===== src/rtl/st_block_filter_if.sv =====
// Store-path handshake bundle for st_block_filter: input streams, DDR write
// streams, tile control and status.
interface st_block_filter_if #(
  parameter int ADDR_WIDTH = 42,
  parameter int DATA_WIDTH = 64,
  parameter int CNT_W      = 32
);
  logic                  cfg_block_padding_v;
  logic                  in_addr_valid;
  logic [ADDR_WIDTH-1:0] in_addr;
  logic                  in_addr_ready;
  logic                  block_mask;
  logic                  in_data_valid;
  logic [DATA_WIDTH-1:0] in_data;
  logic                  in_data_ready;
  logic                  block_data;
  logic                  all_done;
  logic                  out_addr_valid;
  logic [ADDR_WIDTH-1:0] out_addr;
  logic                  out_addr_ready;
  logic                  out_data_valid;
  logic [DATA_WIDTH-1:0] out_data;
  logic                  out_data_ready;
  logic [CNT_W-1:0]      drop_addr_cnt;
  logic [CNT_W-1:0]      drop_data_cnt;
  logic                  done;
  logic                  err;

  modport master (
    output cfg_block_padding_v, in_addr_valid, in_addr, block_mask,
           in_data_valid, in_data, block_data, all_done,
           out_addr_ready, out_data_ready,
    input  in_addr_ready, in_data_ready, out_addr_valid, out_addr,
           out_data_valid, out_data, drop_addr_cnt, drop_data_cnt, done, err
  );

  modport slave (
    input  cfg_block_padding_v, in_addr_valid, in_addr, block_mask,
           in_data_valid, in_data, block_data, all_done,
           out_addr_ready, out_data_ready,
    output in_addr_ready, in_data_ready, out_addr_valid, out_addr,
           out_data_valid, out_data, drop_addr_cnt, drop_data_cnt, done, err
  );
endinterface


===== src/rtl/st_block_filter.sv =====
// Store-path block filter: drops masked addr/data beats, forwards the rest through
// 2-entry skid buffers, counts drops and reports tile completion.
module st_block_filter_chan #(
  parameter int W     = 64,
  parameter int CNT_W = 32
) (
  input  logic             clk,
  input  logic             reset,
  input  logic             i_clr,
  input  logic             i_valid,
  input  logic [W-1:0]     i_data,
  input  logic             i_drop,
  output logic             o_ready,
  output logic             o_valid,
  output logic [W-1:0]     o_data,
  input  logic             i_ready,
  output logic [CNT_W-1:0] o_drop_cnt,
  output logic [CNT_W-1:0] o_fwd_cnt,
  output logic             o_empty
);
  logic             r_rdy;
  logic             r_out_v;
  logic             r_skid_v;
  logic [W-1:0]     r_out_d;
  logic [W-1:0]     r_skid_d;
  logic [CNT_W-1:0] r_drop_cnt;
  logic [CNT_W-1:0] r_fwd_cnt;
  logic             w_acc;
  logic             w_push;
  logic             w_pop;
  logic             w_load;
  logic             w_skid_v_nxt;

  assign w_acc        = i_valid & r_rdy;
  assign w_push       = w_acc & ~i_drop;
  assign w_pop        = r_out_v & i_ready;
  assign w_load       = w_pop | ~r_out_v;
  // skid only fills when the output reg is held and a new beat arrives
  assign w_skid_v_nxt = w_load ? 1'b0 : (r_skid_v | w_push);

  always_ff @(posedge clk or posedge reset) begin
    if (reset) begin
      r_rdy      <= 1'b0;
      r_out_v    <= 1'b0;
      r_skid_v   <= 1'b0;
      r_out_d    <= '0;
      r_skid_d   <= '0;
      r_drop_cnt <= '0;
      r_fwd_cnt  <= '0;
    end else begin
      r_rdy <= ~w_skid_v_nxt;
      if (w_load) begin
        if (r_skid_v) begin
          r_out_v <= 1'b1;
          r_out_d <= r_skid_d;
        end else begin
          r_out_v <= w_push;
          if (w_push) r_out_d <= i_data;
        end
        r_skid_v <= 1'b0;
      end else if (w_push) begin
        r_skid_v <= 1'b1;
        r_skid_d <= i_data;
      end
      if (i_clr) begin
        r_drop_cnt <= '0;
        r_fwd_cnt  <= '0;
      end else begin
        if (w_acc && i_drop && (r_drop_cnt != '1)) r_drop_cnt <= r_drop_cnt + CNT_W'(1);
        if (w_pop && (r_fwd_cnt != '1)) r_fwd_cnt <= r_fwd_cnt + CNT_W'(1);
      end
    end
  end

  assign o_ready    = r_rdy;
  assign o_valid    = r_out_v;
  assign o_data     = r_out_d;
  assign o_drop_cnt = r_drop_cnt;
  assign o_fwd_cnt  = r_fwd_cnt;
  assign o_empty    = ~(r_out_v | r_skid_v);
endmodule

module st_block_filter #(
  parameter int ADDR_WIDTH = 42,
  parameter int DATA_WIDTH = 64,
  parameter int CNT_W      = 32
) (
  input logic          clk,
  input logic          reset,
  st_block_filter_if.slave bus
);
  // IDLE: no tile | RUN: tile active | DRAIN: waiting for empty | DONE: done pulse
  typedef enum logic [1:0] {S_IDLE, S_RUN, S_DRAIN, S_DONE} state_t;

  state_t           r_state;
  logic             r_done;
  logic             r_err;
  logic [CNT_W-1:0] w_fwd_a;
  logic [CNT_W-1:0] w_fwd_d;
  logic             w_empty_a;
  logic             w_empty_d;

  st_block_filter_chan #(.W(ADDR_WIDTH), .CNT_W(CNT_W)) u_addr (
    .clk        (clk),
    .reset      (reset),
    .i_clr      (bus.cfg_block_padding_v),
    .i_valid    (bus.in_addr_valid),
    .i_data     (bus.in_addr),
    .i_drop     (bus.block_mask),
    .o_ready    (bus.in_addr_ready),
    .o_valid    (bus.out_addr_valid),
    .o_data     (bus.out_addr),
    .i_ready    (bus.out_addr_ready),
    .o_drop_cnt (bus.drop_addr_cnt),
    .o_fwd_cnt  (w_fwd_a),
    .o_empty    (w_empty_a)
  );

  st_block_filter_chan #(.W(DATA_WIDTH), .CNT_W(CNT_W)) u_data (
    .clk        (clk),
    .reset      (reset),
    .i_clr      (bus.cfg_block_padding_v),
    .i_valid    (bus.in_data_valid),
    .i_data     (bus.in_data),
    .i_drop     (bus.block_data),
    .o_ready    (bus.in_data_ready),
    .o_valid    (bus.out_data_valid),
    .o_data     (bus.out_data),
    .i_ready    (bus.out_data_ready),
    .o_drop_cnt (bus.drop_data_cnt),
    .o_fwd_cnt  (w_fwd_d),
    .o_empty    (w_empty_d)
  );

  always_ff @(posedge clk or posedge reset) begin
    if (reset) begin
      r_state <= S_IDLE;
      r_done  <= 1'b0;
      r_err   <= 1'b0;
    end else begin
      r_done <= 1'b0;
      if (bus.cfg_block_padding_v) begin
        r_state <= S_RUN;
        r_err   <= 1'b0;
      end else begin
        case (r_state)
          S_IDLE: ;
          S_RUN: if (bus.all_done) r_state <= S_DRAIN;
          S_DRAIN: if (w_empty_a && w_empty_d) begin
            r_state <= S_DONE;
            r_done  <= 1'b1;
            r_err   <= r_err | (w_fwd_a != w_fwd_d);
          end
          S_DONE: r_state <= S_IDLE;
          default: r_state <= S_IDLE;
        endcase
      end
    end
  end

  assign bus.done = r_done;
  assign bus.err  = r_err;
endmodule

===== src/flat_wrapper.sv =====
// flat-port wrapper written by rule: the top's interface ports become plain ports
module st_block_filter_flat 
#(
  parameter int ADDR_WIDTH = 42,
  parameter int DATA_WIDTH = 64,
  parameter int CNT_W      = 32
)
  (clk, reset, bus_cfg_block_padding_v, bus_in_addr_valid, bus_in_addr, bus_block_mask, bus_in_data_valid, bus_in_data, bus_block_data, bus_all_done, bus_out_addr_ready, bus_out_data_ready, bus_in_addr_ready, bus_in_data_ready, bus_out_addr_valid, bus_out_addr, bus_out_data_valid, bus_out_data, bus_drop_addr_cnt, bus_drop_data_cnt, bus_done, bus_err);
  st_block_filter_if #(.ADDR_WIDTH(ADDR_WIDTH), .DATA_WIDTH(DATA_WIDTH), .CNT_W(CNT_W)) bus_i ();
  input logic clk;
  input logic reset;
  input wire logic [$bits(bus_i.cfg_block_padding_v)-1:0] bus_cfg_block_padding_v;
  input wire logic [$bits(bus_i.in_addr_valid)-1:0] bus_in_addr_valid;
  input wire logic [$bits(bus_i.in_addr)-1:0] bus_in_addr;
  input wire logic [$bits(bus_i.block_mask)-1:0] bus_block_mask;
  input wire logic [$bits(bus_i.in_data_valid)-1:0] bus_in_data_valid;
  input wire logic [$bits(bus_i.in_data)-1:0] bus_in_data;
  input wire logic [$bits(bus_i.block_data)-1:0] bus_block_data;
  input wire logic [$bits(bus_i.all_done)-1:0] bus_all_done;
  input wire logic [$bits(bus_i.out_addr_ready)-1:0] bus_out_addr_ready;
  input wire logic [$bits(bus_i.out_data_ready)-1:0] bus_out_data_ready;
  output wire logic [$bits(bus_i.in_addr_ready)-1:0] bus_in_addr_ready;
  output wire logic [$bits(bus_i.in_data_ready)-1:0] bus_in_data_ready;
  output wire logic [$bits(bus_i.out_addr_valid)-1:0] bus_out_addr_valid;
  output wire logic [$bits(bus_i.out_addr)-1:0] bus_out_addr;
  output wire logic [$bits(bus_i.out_data_valid)-1:0] bus_out_data_valid;
  output wire logic [$bits(bus_i.out_data)-1:0] bus_out_data;
  output wire logic [$bits(bus_i.drop_addr_cnt)-1:0] bus_drop_addr_cnt;
  output wire logic [$bits(bus_i.drop_data_cnt)-1:0] bus_drop_data_cnt;
  output wire logic [$bits(bus_i.done)-1:0] bus_done;
  output wire logic [$bits(bus_i.err)-1:0] bus_err;
  assign bus_i.cfg_block_padding_v = bus_cfg_block_padding_v;
  assign bus_i.in_addr_valid = bus_in_addr_valid;
  assign bus_i.in_addr = bus_in_addr;
  assign bus_i.block_mask = bus_block_mask;
  assign bus_i.in_data_valid = bus_in_data_valid;
  assign bus_i.in_data = bus_in_data;
  assign bus_i.block_data = bus_block_data;
  assign bus_i.all_done = bus_all_done;
  assign bus_i.out_addr_ready = bus_out_addr_ready;
  assign bus_i.out_data_ready = bus_out_data_ready;
  assign bus_in_addr_ready = bus_i.in_addr_ready;
  assign bus_in_data_ready = bus_i.in_data_ready;
  assign bus_out_addr_valid = bus_i.out_addr_valid;
  assign bus_out_addr = bus_i.out_addr;
  assign bus_out_data_valid = bus_i.out_data_valid;
  assign bus_out_data = bus_i.out_data;
  assign bus_drop_addr_cnt = bus_i.drop_addr_cnt;
  assign bus_drop_data_cnt = bus_i.drop_data_cnt;
  assign bus_done = bus_i.done;
  assign bus_err = bus_i.err;
  st_block_filter #(.ADDR_WIDTH(ADDR_WIDTH), .DATA_WIDTH(DATA_WIDTH), .CNT_W(CNT_W)) u_core (.clk(clk), .reset(reset), .bus(bus_i));
endmodule

===== config.mk =====
export PLATFORM = sky130hd
export DESIGN_NAME = st_block_filter_flat
export DESIGN_NICKNAME = d
export VERILOG_FILES = /design/src/rtl/st_block_filter_if.sv /design/src/rtl/st_block_filter.sv /design/src/flat_wrapper.sv
export SDC_FILE = /design/constraint.sdc
export NUM_CORES = 1
export LEC_CHECK = 0
export ABC_AREA = 1
export ABC_CLOCK_PERIOD_IN_PS = 12200
export CAP_MARGIN = 20
export CORE_MARGIN = 3
export CORE_UTILIZATION = 30
export DETAILED_ROUTE_END_ITERATION = 12
export GPL_TIMING_DRIVEN = 0
export HOLD_SLACK_MARGIN = 0.08
export PLACE_DENSITY_LB_ADDON = 0.25
export SYNTH_ARGS = -nofsm -noshare
export SYNTH_HDL_FRONTEND = slang
export SYNTH_SLANG_ARGS = --single-unit

===== constraint.sdc =====
create_clock -name clk -period 12.2 [get_ports clk]
set_input_delay 1.83 -clock clk [delete_from_list [all_inputs] [get_ports clk]]
set_output_delay 1.83 -clock clk [all_outputs]
set_load 0.05 [all_outputs]

Yosys cells after proc, flatten, opt, wreduce, memory -nomap -nowiden:

Index checks and enable logic that the tools add are counted.

* register bits after elaboration: 350

* $add $sub $neg: 4
* equality and inequality tests: 10
* multiplexer cells: 30
* bitwise operators: 23
* reductions and logical operators: 24

Operators with widths (number)
* $mux 32: 8
* $add 32x1->32 const B: 4
* $mux 64: 2
* $ne 32x32->1 const B: 4
* $mux 42: 2
* $ne 32x32->1: 1
* $reduce_bool 2->1: 10
* $mux 1: 14
* $not 1->1: 10
* $reduce_and 2->1: 5
* $logic_and 1x1->1: 7
* $or 1x1->1: 7
* $and 1x1->1: 6
* $mux 2: 3
* $pmux 2 s3: 1
* $eq 2x2->1 const B: 2
* $reduce_bool 4->1: 1
* $ne 3x2->1 const B: 1
* $ne 3x3->1 const B: 1
* $reduce_and 3->1: 1
* $eq 2x1->1 const B: 1

Depth between registers and ports, before layout:

* word-level depth: 6
* mapped depth: 13

Hierarchy:

From an unflattened synthesis, not the netlist that was laid out.

* cell total of the unflattened synthesis: 2680
* area, all modules: 19207.2 um2

Modules (own cells, without submodules)
* st_block_filter_chan at u_core.u_data: times used 1, cells an instance 1398, area each 10268.6 um2
* st_block_filter_chan at u_core.u_addr: times used 1, cells an instance 1176, area each 8304.2 um2
* st_block_filter: times used 1, cells an instance 106, area each 634.4 um2

Least setup slack after synthesis:

No wires, ideal clock.

* path kind: input port to flip-flop
* start point: input bus_cfg_block_padding_v
* end point: register u_core.r_state[0]
* setup time: 0.146 ns
* arrival: 2.881 ns
* path slack: 9.173 ns
* stages on the path: 6
* path through: clkbuf_1 inv_1 buf_2 buf_2 buf_2 o311ai_0

* longest elaborated chain between the ends: 2
* elaborated cells on any way between the ends: 5

RTL lines
* start: declaration: RTL line flat_wrapper.sv:12 `input wire logic [$bits(bus_i.cfg_block_padding_v)-1:0] bus_cfg_block_padding_v;`
* $ne 3x2->1 (no source line), or another cell as far along
* $reduce_and 3->1 (no source line)
* end signal: assignment: RTL line st_block_filter.sv:137 `r_state <= S_IDLE;`
* end signal: assignment: RTL line st_block_filter.sv:143 `r_state <= S_RUN;`
* end signal: assignment: RTL line st_block_filter.sv:148 `S_RUN: if (bus.all_done) r_state <= S_DRAIN;`
* end: declaration: RTL line st_block_filter.sv:95 `state_t r_state;`

Several ways; a longest one is shown, not always the timed one.
A chain may end at the register's enable or synchronous reset.

Worst setup path after layout:

* start point: register u_core.u_data.r_drop_cnt[16] (netlist: u_core.u_data.o_drop_cnt[16])
* end point: output bus_drop_data_cnt[16]

RTL lines
* start: declaration: RTL line st_block_filter.sv:26 `logic [CNT_W-1:0] r_drop_cnt;`
* start signal: assignment: RTL line st_block_filter.sv:69 `if (w_acc && i_drop && (r_drop_cnt != '1)) r_drop_cnt <= r_drop_cnt + CNT_W'(1);`
* end: declaration: RTL line flat_wrapper.sv:29 `output wire logic [$bits(bus_i.drop_data_cnt)-1:0] bus_drop_data_cnt;`

No word-level cell between the ends.

==> flow_summary_export.csv <==
group,metric,value,unit
run_status,status,"completed",
critical_path,rr_startpoint,"u_core.u_addr.o_fwd_cnt[0]$_DFFE_PP0P_",
floorplanning,initial_core_util,30.6,%
synthesis,ys.flop_type,"dfrtp_1",
final_layout,design_area,0.0242,mm²
detailed_routing,wire_per_inst,15.3,µm
clocking,clkLatencyLatePin,0.58,ns
critical_path,crit_type,"reg -> out",
sta,hold_slack,0.465,ns
synthesis,ys_seq_elements,350,
sta,rsz0062_at_grt,"false",
final_layout,num-fill-cells,6487,
detailed_routing,via_count,17900,
clocking,cts_tree,"built",
critical_path,crit_buf_inv,1,
floorplanning,die_x,255,µm
sta,max_clock_freq,266,MHz
final_layout,drive_gt1_share,4.90,%
clocking,cts-root-buf,"clkbuf_16",
synthesis,synth-edff-count,0,
floorplanning,rows,90,
pwr,p_per_area,150,mW/mm²
synthesis,synth_area_leader_cell,"dfrtp_1",
placed_design,dpl.hpwl,44.0,mm
worst_hold_path,hold_path_class,"reg -> reg",
synthesis,avgSynthCellArea,6.94,µm²
grt,antenna_found_initial,4,
synthesis,netlist_instances,2686,
flow_run,drv_cap,0,
placed_design,io_buffers,290,
synthesis,synth_warnings,0,
placed_design,place_ws,7.92,ns
clocking,htree_levels,2,
clocking,cts_max_path_buffers,3,
floorplanning,dieHeight,255,µm
synthesis,synthArstFlopShare,100,%
critical_path,worst-endpoint-required,10.37,ns
detailed_routing,dr.pass1.iters,5,
floorplanning,ios,292,
grt,grt_max_degree,105,
placed_design,place_congestion,0.904,
clocking,cts_buffers,44,
critical_path,cp.arrival,1.93,ns
grt,globalRouteTotalUtil,18.1,%
critical_path,path_cells,"clkdlybuf4s50_1",
critical_path,critPathLaunchType,"register",
detailed_routing,finalWirelength,59.7,mm
pwr,leakagePower,0.0113,µW
grt,grt_pass1_vias,17300,
critical_path,critPathMaxFanout,5,
critical_path,cp-end-kind,"output port",
placed_design,postPlaceCellArea,0.0227,mm²
floorplanning,core,0.0609,mm²
critical_path,slowest_stage,"clkdlybuf4s50_1",
clocking,postCtsHoldBufs,0,
sta,fin_ws,8.44,ns
sta,slew_viol_final,0,
detailed_routing,drt_iter0_drc,1132,
clocking,cts.sinks,350,
sta,maxSlewHeadroom,38.2,%
detailed_routing,avgViaCountPerCell,4.59,
sta,finalSetupViolCount,0,
pwr,power.total,3630,µW
sta,tightest_slew,0.927,ns
sta,tns,0,ns
sta,skew,0.0180,ns
sta,period_minus_slack,3.76,ns
clocking,clkSlewWorstSetupHoldPaths,0.06,ns
clocking,post_cts_resized,0,
grt,overflow,0,
final_layout,nNetsFinal,3145,
critical_path,crit_path_start,"u_core.u_data.o_drop_cnt[16]$_DFFE_PP0P_",
grt,grt_pass1_wl,96.0,mm
clocking,postCtsSetupBuffers,0,
worst_hold_path,min_from,"u_core.r_state[0]$_DFFE_PP0P_",
synthesis,syn_area,0.0187,mm²
synthesis,syn-num-nets,2806,
final_layout,areaGrowthSynthToFinish,29.7,%
critical_path,path_delay_family,"buffers and inverters",
synthesis,ys_seq_area_share,47.0,%
detailed_routing,drc,0,
synthesis,synthTopCellsByArea,"dfrtp_1 47%, nand2_1 25%, o21ai_0 6.2%",
pwr,vdd.ir_drop.worst,0.000110,V
sta,hold_viol_final,0,
synthesis,yosys.area.top_type_share,47.0,%
synthesis,synthDistinctLibCells,32,
critical_path,cpPeakStageDelay,0.86,ns
sta,fin_crit_sh,30.8,%
floorplanning,die-area,0.0652,mm²
detailed_routing,antenna_left,0,
-- per-stage QoR --
stage          utilization (%)  instances
5_1_grt                   39.7       3888
4_1_cts                   39.7       3887
2_1_floorplan                -       2686
3_5_place_dp              37.2       3807
6_report                  39.7       3891
3_3_place_gp              37.1       3804
-- registers in the layout, summed over array words and instances (netlist names), 2 cells and up --
name / cells
u_core.u_data.o_fwd_cnt: 32
u_core.u_data.o_data: 64
u_core.u_data.r_skid_d: 64
u_core.u_addr.r_skid_d: 42
u_core.u_addr.o_fwd_cnt: 32
u_core.r_state: 2
u_core.u_addr.o_drop_cnt: 32
u_core.u_data.o_drop_cnt: 32
u_core.u_addr.o_data: 42
-- per-layer routing --
layer  global-route usage, %  routed length, µm  vias up  part of all wire [%]
li1                        -                  -     9048                     -
met1                    24.1              27000     8324                    45
met2                    29.7              27500      418                    46
met3                    3.94               3720       80                   6.2
met4                    4.95               1390        2                   2.3
met5                       0                 20        -                 0.034
-- layout by cell type (no fill, tap or decap), drive strengths merged --
master         Yosys  final
a21oi              1      1
buf               52     55
diode              0      4
xor2              26     26
nand3             93     93
clkinv             4     17
inv              235    237
clkinvlp           0      1
nand2           1237   1237
o21ai            239    239
nand4             81     81
nor3               2      2
clkdlybuf4s50      0    290
bufinv             0      4
o21bai             4      4
ha                 4      4
nor3b              4      4
nor2             277    277
a211oi             1      1
or2               10     10
clkbuf            52    112
xnor2             13     13
dfrtp            350    350
o311ai             1      1
-- final cells by class --
type | instances | area, µm² | area share, %
diodes | 4 | 10.0 | 0.0414
plain buffers | 104 | 489 | 2.02
clock buffers | 60 | 1230 | 5.10
clock inverters | 20 | 260 | 1.08
inverters | 239 | 911 | 3.77
multi-input cells | 1993 | 8500 | 35.1
flip-flops and latches | 350 | 8760 | 36.2
well taps | 828 | 1040 | 4.28
repair buffers | 293 | 2990 | 12.3
-- report_power, final --
part,internal (µW),switching [µW]
combinational,273,559
clock,800,544
sequential,1340,107
-- cell families after synthesis --
logic type / Yosys count / synth area share, %
XOR/XNOR: 39 / 1.83
AND/OR/NAND/NOR: 1704 / 36.8
flip-flops: 350 / 47.0
AO/OA/AOI/OAI: 246 / 6.69
buffers and inverters: 343 / 7.47
adder cells (fa/ha/maj): 4 / 0.268
-- path summary, 6_finish.rpt --
path,slack (ns),cells past startpoint,to
setup / recovery,8.44,1,bus_drop_data_cnt[16]
hold / removal,0.47,1,u_core.r_state[1]$_DFFE_PP0P_
setup reg to reg,9.83,11,u_core.u_addr.o_fwd_cnt[25]$_DFFE_PP0P_
hold reg to reg,0.47,1,u_core.r_state[1]$_DFFE_PP0P_
max in group asynchronous,8.69,5,u_core.u_addr.o_drop_cnt[23]$_DFFE_PP0P_
min in group asynchronous,1.70,2,u_core.u_data.o_data[13]$_DFFE_PP0P_
-- cell usage after synthesis (3+ instances only) --
library cell	count
inv_1	229
dfrtp_1	350
nand2_2	11
xnor2_1	13
nor2_4	6
clkinv_2	3
clkbuf_1	52
nand2_1	1223
nand3_1	93
buf_1	18
ha_1	4
o21ai_0	232
buf_6	7
nor2_2	3
nand4_1	81
o21bai_1	4
buf_2	25
nand2_4	3
or2_2	10
xor2_1	26
nor2_1	268
o21ai_1	7
nor3b_1	4
inv_2	5
No activity file was read; power rests on OpenSTA's default activity.
